**src/rtl/instruction_fetch_if.sv**
```systemverilog
// Fetch-stage bus bundle: instruction-memory port plus decode-side control and results.
// master = fetch stage, slave = the memory/decode side that surrounds it.
interface instruction_fetch_if #(
    parameter int unsigned DWIDTH = 32
);
    logic              stall;
    logic              redirect;
    logic [DWIDTH-1:0] redirectTarget;
    logic [DWIDTH-1:0] instructionIn;
    logic              imemEnable;
    logic [DWIDTH-1:0] imemAddress;
    logic [DWIDTH-1:0] instructionOut;
    logic [DWIDTH-1:0] pcOut;
    logic              valid;

    modport master (
        input  stall, redirect, redirectTarget, instructionIn,
        output imemEnable, imemAddress, instructionOut, pcOut, valid
    );

    modport slave (
        output stall, redirect, redirectTarget, instructionIn,
        input  imemEnable, imemAddress, instructionOut, pcOut, valid
    );
endinterface

```
**src/rtl/instruction_fetch.sv**
```systemverilog
// PC / fetch-control stage ahead of a synchronous-read instruction memory.
// Optional FETCH_MISALIGN_TRAP_EN: misaligned redirect sets sticky misaligned and halts.
module instruction_fetch #(
    parameter int unsigned       DWIDTH   = 32,
    parameter logic [DWIDTH-1:0] RESET_PC = '0
) (
    input  logic                clk,
    input  logic                reset,
    instruction_fetch_if.master fif,
    output logic [31:0]         fetchCount,
    output logic                misaligned
);
    typedef enum logic [1:0] {RUN, STALL, HALT} state_t;

    state_t            state, state_next;
    logic [DWIDTH-1:0] pc, pc_next;
    logic [DWIDTH-1:0] fetch_pc, fetch_pc_next;
    logic              valid_q, valid_next;
    logic [31:0]       count_q, count_next;
    logic              mis_q, mis_next;
    logic              trap;

`ifdef FETCH_MISALIGN_TRAP_EN
    assign trap = (fif.redirectTarget[1:0] != 2'b00);
`else
    assign trap = 1'b0;
`endif

    always_ff @(posedge clk or posedge reset) begin
        if (reset) begin
            state    <= RUN;
            pc       <= RESET_PC;
            fetch_pc <= RESET_PC;
            valid_q  <= 1'b0;
            count_q  <= '0;
            mis_q    <= 1'b0;
        end else begin
            state    <= state_next;
            pc       <= pc_next;
            fetch_pc <= fetch_pc_next;
            valid_q  <= valid_next;
            count_q  <= count_next;
            mis_q    <= mis_next;
        end
    end

    always_comb begin
        state_next    = state;
        pc_next       = pc;
        fetch_pc_next = fetch_pc;
        valid_next    = valid_q;
        count_next    = count_q;
        mis_next      = mis_q;
        if (state == HALT) begin
            valid_next = 1'b0;
        end else if (fif.redirect) begin
            valid_next = 1'b0;
            if (trap) begin
                mis_next   = 1'b1;
                state_next = HALT;
            end else begin
                pc_next    = {fif.redirectTarget[DWIDTH-1:2], 2'b00};
                state_next = RUN;
            end
        end else if (fif.stall) begin
            state_next = STALL;
        end else begin
            fetch_pc_next = pc;
            pc_next       = pc + DWIDTH'(4);
            valid_next    = 1'b1;
            count_next    = count_q + 32'd1;
            state_next    = RUN;
        end
    end

    // STALL behaves like RUN once stall drops: leaving it performs the advance, so the
    // memory must be enabled on that same cycle.
    assign fif.imemEnable     = !reset && (state != HALT) && !fif.stall && !fif.redirect;
    assign fif.imemAddress    = pc;
    assign fif.instructionOut = fif.instructionIn;
    assign fif.pcOut          = fetch_pc;
    assign fif.valid          = valid_q;
    assign fetchCount         = count_q;
    assign misaligned         = mis_q;
endmodule
```
**src/flat_wrapper.sv**
```systemverilog
// flat-port wrapper written by rule: the top's interface ports become plain ports
module instruction_fetch_flat 
#(
    parameter int unsigned       DWIDTH   = 32,
    parameter logic [DWIDTH-1:0] RESET_PC = '0
)
  (clk, reset, fetchCount, misaligned, fif_stall, fif_redirect, fif_redirectTarget, fif_instructionIn, fif_imemEnable, fif_imemAddress, fif_instructionOut, fif_pcOut, fif_valid);
  instruction_fetch_if #(.DWIDTH(DWIDTH)) fif_i ();
  input  logic clk;
  input  logic reset;
  output logic [31:0] fetchCount;
  output logic misaligned;
  input wire logic [$bits(fif_i.stall)-1:0] fif_stall;
  input wire logic [$bits(fif_i.redirect)-1:0] fif_redirect;
  input wire logic [$bits(fif_i.redirectTarget)-1:0] fif_redirectTarget;
  input wire logic [$bits(fif_i.instructionIn)-1:0] fif_instructionIn;
  output wire logic [$bits(fif_i.imemEnable)-1:0] fif_imemEnable;
  output wire logic [$bits(fif_i.imemAddress)-1:0] fif_imemAddress;
  output wire logic [$bits(fif_i.instructionOut)-1:0] fif_instructionOut;
  output wire logic [$bits(fif_i.pcOut)-1:0] fif_pcOut;
  output wire logic [$bits(fif_i.valid)-1:0] fif_valid;
  assign fif_i.stall = fif_stall;
  assign fif_i.redirect = fif_redirect;
  assign fif_i.redirectTarget = fif_redirectTarget;
  assign fif_i.instructionIn = fif_instructionIn;
  assign fif_imemEnable = fif_i.imemEnable;
  assign fif_imemAddress = fif_i.imemAddress;
  assign fif_instructionOut = fif_i.instructionOut;
  assign fif_pcOut = fif_i.pcOut;
  assign fif_valid = fif_i.valid;
  instruction_fetch #(.DWIDTH(DWIDTH), .RESET_PC(RESET_PC)) u_core (.clk(clk), .reset(reset), .fif(fif_i), .fetchCount(fetchCount), .misaligned(misaligned));
endmodule
```
**config.mk**
```make
export PLATFORM = sky130hd
export DESIGN_NAME = instruction_fetch_flat
export DESIGN_NICKNAME = d
export VERILOG_FILES = /design/src/rtl/instruction_fetch_if.sv /design/src/rtl/instruction_fetch.sv /design/src/flat_wrapper.sv
export SDC_FILE = /design/constraint.sdc
export NUM_CORES = 1
export LEC_CHECK = 0
export CAP_MARGIN = 20
export CORE_UTILIZATION = 30
export CTS_BUF_LIST = sky130_fd_sc_hd__clkbuf_2 sky130_fd_sc_hd__clkbuf_4 sky130_fd_sc_hd__clkbuf_8
export DETAILED_ROUTE_END_ITERATION = 8
export PLACE_DENSITY = 0.66
export SLEW_MARGIN = 20
export SYNTH_ARGS = -nofsm -noshare
export SYNTH_HDL_FRONTEND = slang
export SYNTH_SLANG_ARGS = --single-unit
```
**constraint.sdc**
```tcl
create_clock -name clk -period 5.25 [get_ports clk]
set_clock_uncertainty 0.2 [all_clocks]
set_input_delay 1.05 -clock clk [delete_from_list [all_inputs] [get_ports clk]]
set_output_delay 1.05 -clock clk [all_outputs]
set_load 0.03 [all_outputs]
```
==> flow_metrics.tcl <==
set metrics [dict create \
    clk_pin_slew_ps 90 \
    ys_types 44 \
    cts_sinks 93 \
    fin_util_pct 39.7 \
    seq_area_frac_synth_pct 50.4 \
    syn2layout_area_growth_pct 30.1 \
    synthArstFlopShare_pct 100 \
    power.leakage_nw 2.42 \
    arrival_ps 2690 \
    path_cells "clkdlybuf4s50_1 -> nor3_1 -> clkdlybuf4s50_1" \
    reg2regPathDepth 4 \
    postCtsHoldBufs 0 \
    drc_errors 0 \
    synth_warnings 0 \
    cts_resized 0 \
    h-tree-depth 3 \
    muxShareOfSynthArea_pct 8.26 \
    place.gp.congestion 0.745 \
    syn_inst 433 \
    r2r_start "u_core.fetchCount[3]$_DFFE_PP0P_" \
    port_buffers 127 \
    p_per_area_nw_per_um2 333 \
    ys_ff_latch 93 \
    endpoint_kind "primary output" \
    final_common_cell "clkdlybuf4s50_1" \
    power.total_w 0.00200 \
    criticalPathCategory "input pin to primary output" \
    core_area_sq_um 15100 \
    p_clk_share_pct 27.1 \
    fill_cells 1471 \
    dp_hpwl_um 7840 \
    final_cell_mix "clkdlybuf4s50_1 (127), dfrtp_1 (93), nand2_1 (36)" \
    share_comb_of_total_power_pct 28.0 \
    syn_area_per_cell_sq_um 10.7 \
    syn-cell-area_sq_um 4620 \
    routed-via-count 3506 \
    setup_slack_ps 1310 \
    routed_via_density 4.92 \
    synth_compound_area_share_pct 5.66 \
    min-delay-start "u_core.fetchCount[31]$_DFFE_PP0P_" \
    ctsRootBufferMaster "clkbuf_8" \
    drt_wl_total_um 11200 \
    drt_iter0_drc 181 \
    finalCritPeriodShare_pct 75.1 \
    grt-ovfl-total 0 \
    layout.cells.non_filler 712 \
    fmax_ghz 0.254 \
    fin_nets 589 \
    worstReg2RegEnd "u_core.fetchCount[31]$_DFFE_PP0P_" \
    critical-path-max-stage-delay_ps 700 \
    switchingPower_w 0.000662 \
    power_frac_seq_pct 44.9 \
    rsz0062_at_grt "false" \
    status "finished, final reports clean" \
    whs_path_depth 1 \
    grt_first_pass_wirelength_um 18200 \
    setup_viol 0 \
    pre_cts_ws_ps 1080 \
    power.internal_w 0.00134 \
    switching_share_pct 33.1 \
    hold_path_class "register to register" \
    clock_path_buffers 2 \
    std_cell_rows 45 \
    hold_path_end "u_core.fetchCount[31]$_DFFE_PP0P_" \
    drive_above_1_share_pct 10.3 \
    start_kind "input pin" \
    synth-simple-area-share_pct 17.5 \
    synthAdderAreaFrac_pct 0.541 \
    hold_viol 0 \
    synth_top_family_by_area "simple AND/OR/NAND/NOR gates" \
    max_slew.worst_pin.slew_ps 998 \
    setup_tns_ps 0 \
    synthXorXnorAreaFrac_pct 8.72 \
    grt_pass1_vias 3510 \
    grtUsageTotal_pct 14.6 \
    dp_cells 696 \
    synth_enable_flop_cells 0 \
    ys.flop_type "dfrtp_1" \
    cts_setup_buffers 0 \
    cap_violations 0 \
    multiInputGateArea_sq_um 1910 \
    critical_path.most_common_cell "clkdlybuf4s50_1" \
    final_max_slew_viol_count 0 \
    seq_area_sq_um 2330 \
    insertion_delay_ps 370 \
    cp_max_fo 11 \
    rrSetupSlack_ps 2520 \
    dieArea_sq_um 15900 \
    cts_made_buffers 9 \
    fp.dieH_um 126 \
    cts_tree "built" \
    antenna_left 0 \
    start_util_pct 30.5 \
    grt_max_degree 69 \
    io_pins 199 \
    firstDrtPassIters 4 \
    wl_per_cell_um 15.8 \
    slowest_stage "clkdlybuf4s50_1" \
    required_ps 4000 \
    vdd_drop_max_mv 0.162 \
    maxSlewHeadroom_pct 33.3 \
    min_period_ps 3940 \
    die_w_um 126 \
    antenna_found_initial 1 \
]
layer usage:
metal | part of all wire, % | track usage [%] | up-vias
li1 | - | - | 1660
met3 | 6.2 | 4.33 | 21
met1 | 44 | 18.4 | 1712
met5 | 0 | 0 | -
met2 | 48 | 23.1 | 113
met4 | 1.8 | 6.24 | 0
stage by stage:
stage	cell area [sq um]	hold slack, ps
2_1_floorplan	4640	449
3_3_place_gp	5790	269
3_5_place_dp	5790	269
4_1_cts	6010	283
5_1_grt	6010	317
6_report	6010	281
how the worst max path moves through the flow:
stage | from | end | slack (ps) | cells past startpoint
after floorplan | reset | u_core.fetchCount[0]$_DFFE_PP0P_ | 1580 | 1
after global placement | fif_stall | u_core.fetchCount[31]$_DFFE_PP0P_ | 1080 | 5
final | fif_stall | fif_imemEnable | 1310 | 3
after CTS | fif_stall | fif_imemEnable | 1290 | 3
after global routing | fif_stall | u_core.fetchCount[27]$_DFFE_PP0P_ | 1120 | 5
after detailed placement | fif_stall | u_core.fetchCount[31]$_DFFE_PP0P_ | 1080 | 5
sequential cells by signal (all words and copies together), names as in the netlist:
name,flops
u_core.fif.valid,1
u_core.fif.pcOut,30
u_core.fif.imemAddress,30
u_core.fetchCount,32
worst max-delay path, delay by kind of cell:
| family | cells | cell delay, ps |
|---|---|---|
| AND/OR/NAND/NOR | 1 | 280 |
| buffers and inverters | 2 | 1360 |
kinds of logic after synthesis:
family | after synthesis
simple gates | 148
flops | 93
buf+inv | 67
xor+xnor | 46
compound gates | 42
mux | 34
fa+ha+maj | 2
other cells | 1
power by group through the flow:
stage / combinational [W] / sequential (W) / clock [W]
finish: 0.000560 / 0.000898 / 0.000542
floorplan: 0.000196 / 0.00107 / 0
CTS: 0.000567 / 0.000900 / 0.000561
detailed placement: 0.000564 / 0.000912 / 0
global route: 0.000595 / 0.000916 / 0.000583
global placement: 0.000559 / 0.000907 / 0
cell usage after synthesis, types with 2 or more instances:
master     n  area (sq um)
a31oi_1   11          68.8
and2_1     3          18.8
and3_1     5          31.3
and4_1     6          52.6
buf_4     37           278
buf_6      2          22.5
clkbuf_1  15          56.3
clkbuf_2   2          10.0
dfrtp_1   93          2330
ha_1       2          25.0
inv_1      8          30.0
mux2_2    33           372
nand2_1   36           135
nand2b_1   3          18.8
nand3_1   12          60.1
nand4_1   16           100
nand4b_1   2          17.5
nor2_1    19          71.3
nor3_1    15          75.1
nor4_1     7          43.8
nor4b_1    2          17.5
o21ai_0   19          95.1
o31a_1     2          17.5
o31ai_1    6          45.0
o41a_1     2          22.5
or3_1      5          31.3
or4_1      9          67.6
xnor2_1   24           210
xor2_1    22           193
cell type report:
cell class                 instances  share of cell area (%)
clock inverter                     4                    1.21
sequential                        93                    38.7
antenna                            1                  0.0416
timing repair buffer             129                    21.4
clock buffer                      11                    2.41
multi-input combinational        277                    31.7
tap                              188                    3.91
inverter                           9                   0.603
(Power assumes the default switching activity.)
